--- src/rtl/serial_rx_package_pkg.sv ---
// serial_rx_package_pkg
//   Definitions shared by the receive and transmit sides of the package link:
//   the default frame start marker, FSM state encodings, the byte type and
//   the checksum step. The checksum is the 8-bit wraparound sum of LEN and
//   every payload byte.
package serial_rx_package_pkg;

    typedef logic [7:0] byte_t;

    localparam byte_t SYNC_DEFAULT = 8'hAA;

    // FSM encodings are kept as plain constants so older blocks can share them
    localparam logic [2:0] ST_IDLE    = 3'd0;
    localparam logic [2:0] ST_LEN     = 3'd1;
    localparam logic [2:0] ST_PAYLOAD = 3'd2;
    localparam logic [2:0] ST_CHECK   = 3'd3;
    localparam logic [2:0] ST_HOLD    = 3'd4;

    function automatic byte_t chk_add(input byte_t sum, input byte_t b);
        return sum + b;
    endfunction

endpackage

--- src/rtl/serial_rx_package_if.sv ---
// serial_rx_package_if
//   Groups the byte stream from the UART receiver, the host read port and
//   the status pulses of the package deframer.
//   master : byte source + host side (drives rx_data/rx_valid, rd_addr, frame_ack)
//   slave  : the deframer (drives rd_data, frame_len, frame_valid, errors, busy)
interface serial_rx_package_if #(
    parameter int ADDR_WIDTH = 4
);
    import serial_rx_package_pkg::*;

    byte_t                 rx_data;
    logic                  rx_valid;
    logic [ADDR_WIDTH-1:0] rd_addr;
    byte_t                 rd_data;
    logic [ADDR_WIDTH:0]   frame_len;
    logic                  frame_valid;
    logic                  frame_ack;
    logic                  err_checksum;
    logic                  err_length;
    logic                  err_timeout;
    logic                  overrun;
    logic                  busy;

    modport master (
        output rx_data, rx_valid, rd_addr, frame_ack,
        input  rd_data, frame_len, frame_valid,
               err_checksum, err_length, err_timeout, overrun, busy
    );

    modport slave (
        input  rx_data, rx_valid, rd_addr, frame_ack,
        output rd_data, frame_len, frame_valid,
               err_checksum, err_length, err_timeout, overrun, busy
    );

endinterface

--- src/rtl/serial_rx_watchdog.sv ---
// serial_rx_watchdog
//   Inter-byte timeout counter. Counts enabled cycles without a clear;
//   expire is high (combinationally) on the cycle the count sits at
//   TIMEOUT-1 with no clear, so a byte arriving on that cycle wins.
//   clk, rst : clock, synchronous active-high reset
//   clr      : restart count (byte strobe)
//   en       : count only while a frame is in progress
//   expire   : timeout reached this cycle
module serial_rx_watchdog #(
    parameter int TIMEOUT = 1000
) (
    input  logic clk,
    input  logic rst,
    input  logic clr,
    input  logic en,
    output logic expire
);

    localparam int CW = (TIMEOUT > 1) ? $clog2(TIMEOUT) : 1;

    logic [CW-1:0] cnt;

    assign expire = en && !clr && (cnt == CW'(TIMEOUT - 1));

    always_ff @(posedge clk) begin
        if (rst || clr || !en)
            cnt <= '0;
        else if (!expire)
            cnt <= cnt + 1'b1;
    end

endmodule

--- src/rtl/serial_rx_package.sv ---
// serial_rx_package
//   Receive-side deframer. Frame on the byte stream: SYNC, LEN, LEN payload
//   bytes, CHK. A good frame is buffered and held for the host (frame_valid)
//   until frame_ack; errors and dropped bytes are reported as 1-cycle pulses.
//   clk, rst : clock, synchronous active-high reset
//   bus      : slave side of serial_rx_package_if (byte stream in, read
//              port + frame_len/frame_valid/frame_ack, error pulses, busy)
module serial_rx_package
    import serial_rx_package_pkg::*;
#(
    parameter int    MAX_LEN    = 16,
    parameter int    ADDR_WIDTH = 4,
    parameter byte_t SYNC_BYTE  = SYNC_DEFAULT,
    parameter int    TIMEOUT    = 1000
) (
    input  logic                 clk,
    input  logic                 rst,
    serial_rx_package_if.slave   bus
);

    localparam byte_t MAX_LEN_B = byte_t'(MAX_LEN);

    logic [2:0]            state;
    logic [ADDR_WIDTH:0]   len;
    logic [ADDR_WIDTH:0]   idx;
    byte_t                 sum;
    byte_t                 buffer [MAX_LEN];
    logic [ADDR_WIDTH:0]   frame_len;
    logic                  frame_valid;
    logic                  err_checksum, err_length, err_timeout, overrun;
    logic                  in_frame;
    logic                  expire;

    assign in_frame = (state == ST_LEN) || (state == ST_PAYLOAD) || (state == ST_CHECK);

    serial_rx_watchdog #(.TIMEOUT(TIMEOUT)) u_wdog (
        .clk    (clk),
        .rst    (rst),
        .clr    (bus.rx_valid),
        .en     (in_frame),
        .expire (expire)
    );

    always_ff @(posedge clk) begin
        if (rst) begin
            state        <= ST_IDLE;
            len          <= '0;
            idx          <= '0;
            sum          <= '0;
            frame_len    <= '0;
            frame_valid  <= 1'b0;
            err_checksum <= 1'b0;
            err_length   <= 1'b0;
            err_timeout  <= 1'b0;
            overrun      <= 1'b0;
        end else begin
            err_checksum <= 1'b0;
            err_length   <= 1'b0;
            err_timeout  <= 1'b0;
            overrun      <= 1'b0;
            // expire can only assert without a strobe, so it never races a byte
            if (expire) begin
                err_timeout <= 1'b1;
                state       <= ST_IDLE;
            end else begin
                case (state)
                    ST_IDLE: begin
                        if (bus.rx_valid && bus.rx_data == SYNC_BYTE)
                            state <= ST_LEN;
                    end
                    ST_LEN: begin
                        if (bus.rx_valid) begin
                            // full 8-bit compare: LEN above the buffer size must not alias
                            if (bus.rx_data == 8'd0 || bus.rx_data > MAX_LEN_B) begin
                                err_length <= 1'b1;
                                state      <= ST_IDLE;
                            end else begin
                                len   <= bus.rx_data[ADDR_WIDTH:0];
                                sum   <= bus.rx_data;
                                idx   <= '0;
                                state <= ST_PAYLOAD;
                            end
                        end
                    end
                    ST_PAYLOAD: begin
                        // SYNC_BYTE is plain data here, no resync
                        if (bus.rx_valid) begin
                            sum <= chk_add(sum, bus.rx_data);
                            idx <= idx + 1'b1;
                            if (idx + 1'b1 == len)
                                state <= ST_CHECK;
                        end
                    end
                    ST_CHECK: begin
                        if (bus.rx_valid) begin
                            if (bus.rx_data == sum) begin
                                frame_valid <= 1'b1;
                                frame_len   <= len;
                                state       <= ST_HOLD;
                            end else begin
                                err_checksum <= 1'b1;
                                state        <= ST_IDLE;
                            end
                        end
                    end
                    ST_HOLD: begin
                        if (bus.frame_ack) begin
                            // a byte alongside the ack is treated as if already idle
                            frame_valid <= 1'b0;
                            if (bus.rx_valid && bus.rx_data == SYNC_BYTE)
                                state <= ST_LEN;
                            else
                                state <= ST_IDLE;
                        end else if (bus.rx_valid) begin
                            overrun <= 1'b1;
                        end
                    end
                    default: state <= ST_IDLE;
                endcase
            end
        end
    end

    // Buffer contents survive reset; writes happen only in PAYLOAD, so a
    // held frame cannot be disturbed before the host acknowledges it.
    always_ff @(posedge clk) begin
        if (!rst && state == ST_PAYLOAD && bus.rx_valid)
            buffer[idx[ADDR_WIDTH-1:0]] <= bus.rx_data;
    end

    assign bus.rd_data      = buffer[bus.rd_addr];
    assign bus.frame_len    = frame_len;
    assign bus.frame_valid  = frame_valid;
    assign bus.err_checksum = err_checksum;
    assign bus.err_length   = err_length;
    assign bus.err_timeout  = err_timeout;
    assign bus.overrun      = overrun;
    assign bus.busy         = in_frame;

endmodule

--- src/flat_wrapper.sv ---
// flat-port wrapper written by rule: the top's interface ports become plain ports
module serial_rx_package_flat import serial_rx_package_pkg::*;
#(
    parameter int    MAX_LEN    = 16,
    parameter int    ADDR_WIDTH = 4,
    parameter byte_t SYNC_BYTE  = SYNC_DEFAULT,
    parameter int    TIMEOUT    = 1000
)
  (clk, rst, bus_rx_data, bus_rx_valid, bus_rd_addr, bus_frame_ack, bus_rd_data, bus_frame_len, bus_frame_valid, bus_err_checksum, bus_err_length, bus_err_timeout, bus_overrun, bus_busy);
  serial_rx_package_if #(.ADDR_WIDTH(ADDR_WIDTH)) bus_i ();
  input  logic clk;
  input  logic rst;
  input wire logic [$bits(bus_i.rx_data)-1:0] bus_rx_data;
  input wire logic [$bits(bus_i.rx_valid)-1:0] bus_rx_valid;
  input wire logic [$bits(bus_i.rd_addr)-1:0] bus_rd_addr;
  input wire logic [$bits(bus_i.frame_ack)-1:0] bus_frame_ack;
  output wire logic [$bits(bus_i.rd_data)-1:0] bus_rd_data;
  output wire logic [$bits(bus_i.frame_len)-1:0] bus_frame_len;
  output wire logic [$bits(bus_i.frame_valid)-1:0] bus_frame_valid;
  output wire logic [$bits(bus_i.err_checksum)-1:0] bus_err_checksum;
  output wire logic [$bits(bus_i.err_length)-1:0] bus_err_length;
  output wire logic [$bits(bus_i.err_timeout)-1:0] bus_err_timeout;
  output wire logic [$bits(bus_i.overrun)-1:0] bus_overrun;
  output wire logic [$bits(bus_i.busy)-1:0] bus_busy;
  assign bus_i.rx_data = bus_rx_data;
  assign bus_i.rx_valid = bus_rx_valid;
  assign bus_i.rd_addr = bus_rd_addr;
  assign bus_i.frame_ack = bus_frame_ack;
  assign bus_rd_data = bus_i.rd_data;
  assign bus_frame_len = bus_i.frame_len;
  assign bus_frame_valid = bus_i.frame_valid;
  assign bus_err_checksum = bus_i.err_checksum;
  assign bus_err_length = bus_i.err_length;
  assign bus_err_timeout = bus_i.err_timeout;
  assign bus_overrun = bus_i.overrun;
  assign bus_busy = bus_i.busy;
  serial_rx_package #(.MAX_LEN(MAX_LEN), .ADDR_WIDTH(ADDR_WIDTH), .SYNC_BYTE(SYNC_BYTE), .TIMEOUT(TIMEOUT)) u_core (.clk(clk), .rst(rst), .bus(bus_i));
endmodule
--- config.mk ---
export PLATFORM = sky130hd
export DESIGN_NAME = serial_rx_package_flat
export DESIGN_NICKNAME = d
export VERILOG_FILES = /design/src/rtl/serial_rx_package_pkg.sv /design/src/rtl/serial_rx_package_if.sv /design/src/rtl/serial_rx_watchdog.sv /design/src/rtl/serial_rx_package.sv /design/src/flat_wrapper.sv
export SDC_FILE = /design/constraint.sdc
export NUM_CORES = 1
export LEC_CHECK = 0
export ABC_AREA = 1
export CAP_MARGIN = 0
export CORE_MARGIN = 4
export CORE_UTILIZATION = 30
export CTS_CLUSTER_DIAMETER = 60
export DETAILED_ROUTE_END_ITERATION = 10
export DONT_BUFFER_PORTS = 1
export MAX_ROUTING_LAYER = met4
export PLACE_DENSITY = 0.48
export SYNTH_ARGS = -nofsm -noshare
export SYNTH_HDL_FRONTEND = slang
export SYNTH_HIERARCHICAL = 1
export SYNTH_SLANG_ARGS = --single-unit
--- constraint.sdc ---
create_clock -name clk -period 1.9 [get_ports clk]
set_input_delay 0.38 -clock clk [delete_from_list [all_inputs] [get_ports clk]]
set_output_delay 0.38 -clock clk [all_outputs]
set_load 0.01 [all_outputs]
==> impl_metrics.toml, run 1 <==
[die]
pin_count = 35
die_y_um = 169
die-width_um = 169
core-area_mm2 = 0.0253
rows = 58
start_util_pct = 30.7
fp.dieArea_mm2 = 0.0285

[setup_path]
max_stage_delay_ps = 370
end_kind = "output pin"
cp_slowest_cell = "edfxtp_1"
cp_top_family = "compound AO/OA/AOI/OAI gates"
critPathRequiredTime_ps = 1520
crit_chain = "inv_1 -> a21oi_2 -> o21ai_1 -> o21ai_1 -> o211ai_1 -> nand2_1"
startpoint_type = "flop"
path_common_cell = "o21ai_1"
critPathKind = "flop to output pin"
cp_max_fo = 1
cp.arrival_ps = 1510
critical_path_buf_inv_count = 1

[sta]
period_needed_ps = 1890
grt_setup_unrepaired = "yes"
tns_ps = 0
setup_viol = 0
hold_viol_final = 0
slew_headroom_pct = 70.4
min_period_over_period_pct = 99.6
tightestPinTransition_ps = 443
timing.hold.ws_ps = 17.6
clock-skew-final_ps = 12.7
fmax_ghz = 0.528
report.final.slew_viol_count = 0

[global_route]
overflow = 0
grt_pass1_wl_um = 28800
grt_usage_pct = 13.4
grt_max_degree = 97
grt_pass1_vias = 5131
antenna_found_initial = 0

[clock_tree]
root_buffer = "clkbuf_16"
htree_levels = 4
clock_sinks = 169
cts_tree = "built"
path_clk_slew_ps = 70
insertion_delay_ps = 430
cts_max_path_buffers = 2
cts_buffers = 17

[routing]
viasPerCell = 4.68
drcViolationCount = 0
drt-initial-drc-count = 330
vias = 5257
met1Wirelength_um = 8840
detail_route.first_pass.iterations = 4
wl_per_cell_um = 16.5
wl_um = 18500
met3_length_um = 915
wl_met2_um = 8570
ant_nets = 0
highest_layer = "met4"

[cells_and_area]
antenna_cells = 0
final_common_cell = "edfxtp_1"
final_cells = 1123
mostFrequentLayoutCells = "128 x edfxtp_1, 88 x nand2_1, 84 x inv_1"
final_layout_size_suffix_gt1_share_pct = 18.3
nets = 810
area_delta_synth_final_pct = 17.0
fillers = 2539

[synthesis]
netlist_top_cells_area = "edfxtp_1 49%, dfxtp_1 11%, nand2_1 4.5%"
ys_seq_area_share_pct = 60.0
synth_ff_type = "edfxtp_1"
synth_edf_count = 128
syn_inst = 738
synth_nets = 767
ys_seq_elements = 169
synthDominantCellAreaShare_pct = 49.5
synthesis.area_mm2 = 0.00777
avgSynthCellArea_um2 = 10.5
yosysWarnings = 6
async_flop_share_pct = 0
synth_top_area_cell = "edfxtp_1"
synth_cell_types = 42

[pwr]
power.total_mw = 8.96
ir_worst_vdd_mv = 0.518
leakagePower_nw = 3.41
powerDensity_mw_per_mm2 = 986

[placed_design]
globalplace.congestion = 0.777
dp_hpwl_um = 11700
dp.cells = 1079
portBuffers = 0

[run_status]
run_status = "complete, no violations"

[job]
cap_violations = 0

[min_path]
hp-class = "input port to flop"
-- path summary, 6_finish.rpt --
check / startpoint / end / depth (start not counted) / slack, ps
worst min-delay path: rst / u_core/bus.err_timeout / 1 / 20
worst max register to register: u_core/state[2] / u_core/len[1] / 15 / 100
worst max-delay path: u_core/buffer[1][4] / bus_rd_data[4] / 6 / 7
worst min register to register: u_core/sum[3] / u_core/sum[3] / 2 / 470
-- what timing repair did --
item	in CTS	in global routing
hold endpoints to repair	3	5
pin swaps	7	24
gates resized for setup	9	33
hold buffers	1	1
cloned	0	3
endpoints found under the setup margin	6	98
setup buffers	0	8
-- sequential cells by signal (all words and copies together), names as in the netlist --
signal                   count
u_core/bus.err_checksum      1
u_core/bus.frame_valid       1
u_core/sum                   8
u_core/bus.err_length        1
u_core/bus.err_timeout       1
u_core/len                   5
u_core/state                 3
u_core/bus.frame_len         5
u_core/u_wdog/cnt           10
u_core/idx                   5
u_core/buffer              128
u_core/bus.overrun           1
-- area by class of cell --
| cell class | instances | area [um2] | share of cell area [%] |
|---|---|---|---|
| clock inverter | 14 | 153 | 1.68 |
| multi-input combinational | 445 | 2660 | 29.3 |
| sequential | 169 | 4670 | 51.4 |
| tap | 330 | 413 | 4.54 |
| timing repair buffer | 49 | 389 | 4.28 |
| inverter | 99 | 377 | 4.14 |
| clock buffer | 17 | 425 | 4.68 |
-- cells by family after synthesis --
kind of cell	count (synthesis)	synth area share (%)
DFF	169	60.0
buffers and inverters	127	6.96
muxes	32	4.12
adders and majority gates	13	2.19
AOI/OAI and AO/OA	165	12.0
xor gates and xnor gates	4	0.451
and+or+nand+nor	228	14.3
-- per-stage QoR --
step                      worst slack [ps]  util (%)  instance area (um2)
final                                 7.32      35.9                 9090
after global routing                  -124      35.9                 9090
after CTS                            -36.4      35.2                 8920
after detailed placement             -8.07      32.8                 8320
after global placement                38.2      32.8                 8320
after floorplan                      -11.3         -                 7770
-- cells in the mapped netlist, types with 2 or more instances --
cell and n:
nor2_1 47, nand3b_1 2, nand2_1 94, buf_4 3, buf_6 6, nand3_4 2, nor2_4 3, edfxtp_1 128
mux2i_1 32, clkbuf_1 12, o211ai_1 32, dfxtp_1 41, nand2_2 10, inv_2 12, o21ai_1 13, nor3_1 6
inv_1 86, nor3_2 3, buf_2 5, ha_1 12, nand3_1 36, a21boi_1 2, o21ai_0 45, xor2_1 3
a21oi_1 67, nand3_2 5, nor2_2 7, nand4_1 10
-- where the power goes --
group / internal, mW / switching (mW)
sequential: 4.05 / 0.0499
clock: 1.76 / 1.62
combinational: 0.592 / 0.895
total: 6.40 / 2.57
-- routing by layer --
metal,global-route usage [%],up-vias
met5,-,-
met4,2.43,0
met3,3.46,14
met2,20.7,89
met1,18.2,2493
li1,-,2661
Power figures use the tool's default switching activity.
==> inputs of run 2 (changes only) <==
- CORE_UTILIZATION: 30 -> 55
- PLACE_DENSITY: 0.48 -> 0.76
==> run 2 against run 1 <==
Effect of this change: the run now ends with setup timing left; hold slack got worse by 0.73 ps; routed wire length fell by 8.4%; first-iteration DRC count rose by 47%; via count rose by 4.3%; clock power rose by 3%; utilization rose by 28 points; die area fell by 44%; global-route usage rose by 8.3 points; fmax fell by 3.6%; non-clock buffer count fell by 16; critical path type unchanged; largest cell class unchanged; largest power group unchanged.
==> impl_metrics.toml, run 2 (synthesis gave the netlist of run 1 again) <==
[run_status]
run_status = "complete, but fails checks"
failed_checks = "setup timing"

[setup_path]
cp_slowest_cell = "edfxtp_1"
cp.arrival_ps = 1580
critical_path_buf_inv_count = 1
rrSetupSlack_ps = 80
critPathRequiredTime_ps = 1520
r2r_end = "u_core/buffer[1][1]"
path_common_cell = "o21ai_1"
startpoint_type = "flop"
reg2regPathDepth = 7
max_stage_delay_ps = 360
worst_r2r_startpoint = "u_core/state[0]"
cp_top_family = "compound AO/OA/AOI/OAI gates"
cp_max_fo = 1
critPathKind = "flop to output pin"
crit_chain = "inv_1 -> a21oi_2 -> o21ai_1 -> o21ai_1 -> o211ai_1 -> nand2_1"
end_kind = "output pin"

[global_route]
grt_usage_pct = 21.7
grt_pass1_vias = 5220
grt_max_degree = 97
overflow = 0
grt_pass1_wl_um = 26400
antenna_found_initial = 0

[sta]
fmax_ghz = 0.510
grt_setup_unrepaired = "yes"
report.final.slew_viol_count = 0
setup_viol = 2
setup_ws_ps = -62.5
tightestPinTransition_ps = 446
timing.hold.ws_ps = 16.9
slew_headroom_pct = 70.2
min_period_over_period_pct = 103
hold_viol_final = 0
tns_ps = -83.7
period_needed_ps = 1960
clock-skew-final_ps = 8.34

[routing]
vias = 5482
viasPerCell = 5.73
wl_um = 16900
ant_nets = 0
wl_per_cell_um = 17.7
drcViolationCount = 0
drt-initial-drc-count = 486
detail_route.first_pass.iterations = 5

[min_path]
whs_path_depth = 1
min-delay-start = "rst"
whs_endpoint = "u_core/sum[2]"
hp-class = "input port to flop"

[die]
rows = 43
die_y_um = 127
die-width_um = 127
pin_count = 35
core-area_mm2 = 0.0139
start_util_pct = 56.0
fp.dieArea_mm2 = 0.0161

[pwr]
leakagePower_nw = 3.34
ir_worst_vdd_mv = 0.717
powerDensity_mw_per_mm2 = 1020

[job]
cap_violations = 0

[clock_tree]
cts_buffers = 17
root_buffer = "clkbuf_16"
htree_levels = 4
path_clk_slew_ps = 70
clock_sinks = 169
cts_tree = "built"
insertion_delay_ps = 420
cts_max_path_buffers = 2

[placed_design]
dp_hpwl_um = 10800
portBuffers = 0
globalplace.congestion = 0.841
dp.cells = 919

[cells_and_area]
multi_input_area_mm2 = 0.00266
final_common_cell = "edfxtp_1"
largest_register_ffs = 128
final_cells = 957
fillers = 1051
area_delta_synth_final_pct = 13.3
mostFrequentLayoutCells = "128 x edfxtp_1, 89 x nand2_1, 85 x inv_1"
antenna_cells = 0
final_layout_size_suffix_gt1_share_pct = 16.6
regArea_mm2 = 0.00467
nets = 793
## run 2: cell count changes in the layout (fill, tap and decap cells not counted), sizes merged
cell and delta:
buf -15, bufinv +3, clkbuf +1, clkinv -1, clkinvlp +3, dlygate4sd3 -1, inv -5, nor2 -1
## run 2: metrics by stage
| stage | utilization [%] | instance area (um2) | power, mW | setup WS, ps |
|---|---|---|---|---|
| global route | 63.4 | 8800 | 9.32 | -113 |
| global placement | 57.9 | 8040 | 5.36 | 61.4 |
| CTS | 62.3 | 8650 | 8.86 | -62.9 |
| detailed placement | 57.9 | 8040 | 5.40 | -25.1 |
| floorplan | - | 7770 | 5.18 | -11.3 |
| finish | 63.4 | 8800 | 8.96 | -62.5 |
## run 2: worst max-delay path by stage
stage          slack [ps]           startpoint  depth (start not counted)              endpoint
2_1_floorplan         -10      u_core/state[0]                          6  u_core/buffer[11][0]
4_1_cts               -60  u_core/buffer[1][4]                          6        bus_rd_data[4]
6_report              -60  u_core/buffer[1][0]                          6        bus_rd_data[0]
5_1_grt              -110  u_core/buffer[1][4]                          6        bus_rd_data[4]
3_3_place_gp           60      u_core/state[1]                         15         u_core/len[3]
3_5_place_dp          -30      u_core/state[1]                         15         u_core/len[3]
## run 2: power by group
group,internal [mW],total (mW),switching [mW],leakage (nW)
clock network,2.08,3.47,1.40,0.286
registers,4.05,4.12,0.0697,1.48
logic,0.492,1.36,0.869,1.57
## run 2: layout make-up
type	count	share of cell area, %
Clock buffer	18	4.88
Inverter	99	4.37
Clock inverter	14	1.96
Multi-Input combinational cell	444	30.3
Sequential cell	169	53.1
Timing Repair Buffer	33	2.84
Tap cell	180	2.56
## run 2: timing repair
action	4_1_cts	5_1_grt
resized for setup	9	35
cloned	0	2
endpoints found under the hold margin	0	1
endpoints found under the setup margin	15	148
setup buffers	0	3
pin swaps	7	17
hold buffers	0	1
## run 2: metal layers
| layer | up-vias | wire, um | GRT usage (%) |
|---|---|---|---|
| li1 | 2629 | - | - |
| met1 | 2647 | 6900 | 25.9 |
| met2 | 184 | 8530 | 35.7 |
| met3 | 22 | 1230 | 6.11 |
| met4 | 0 | 261 | 7.13 |
| met5 | - | 0 | - |
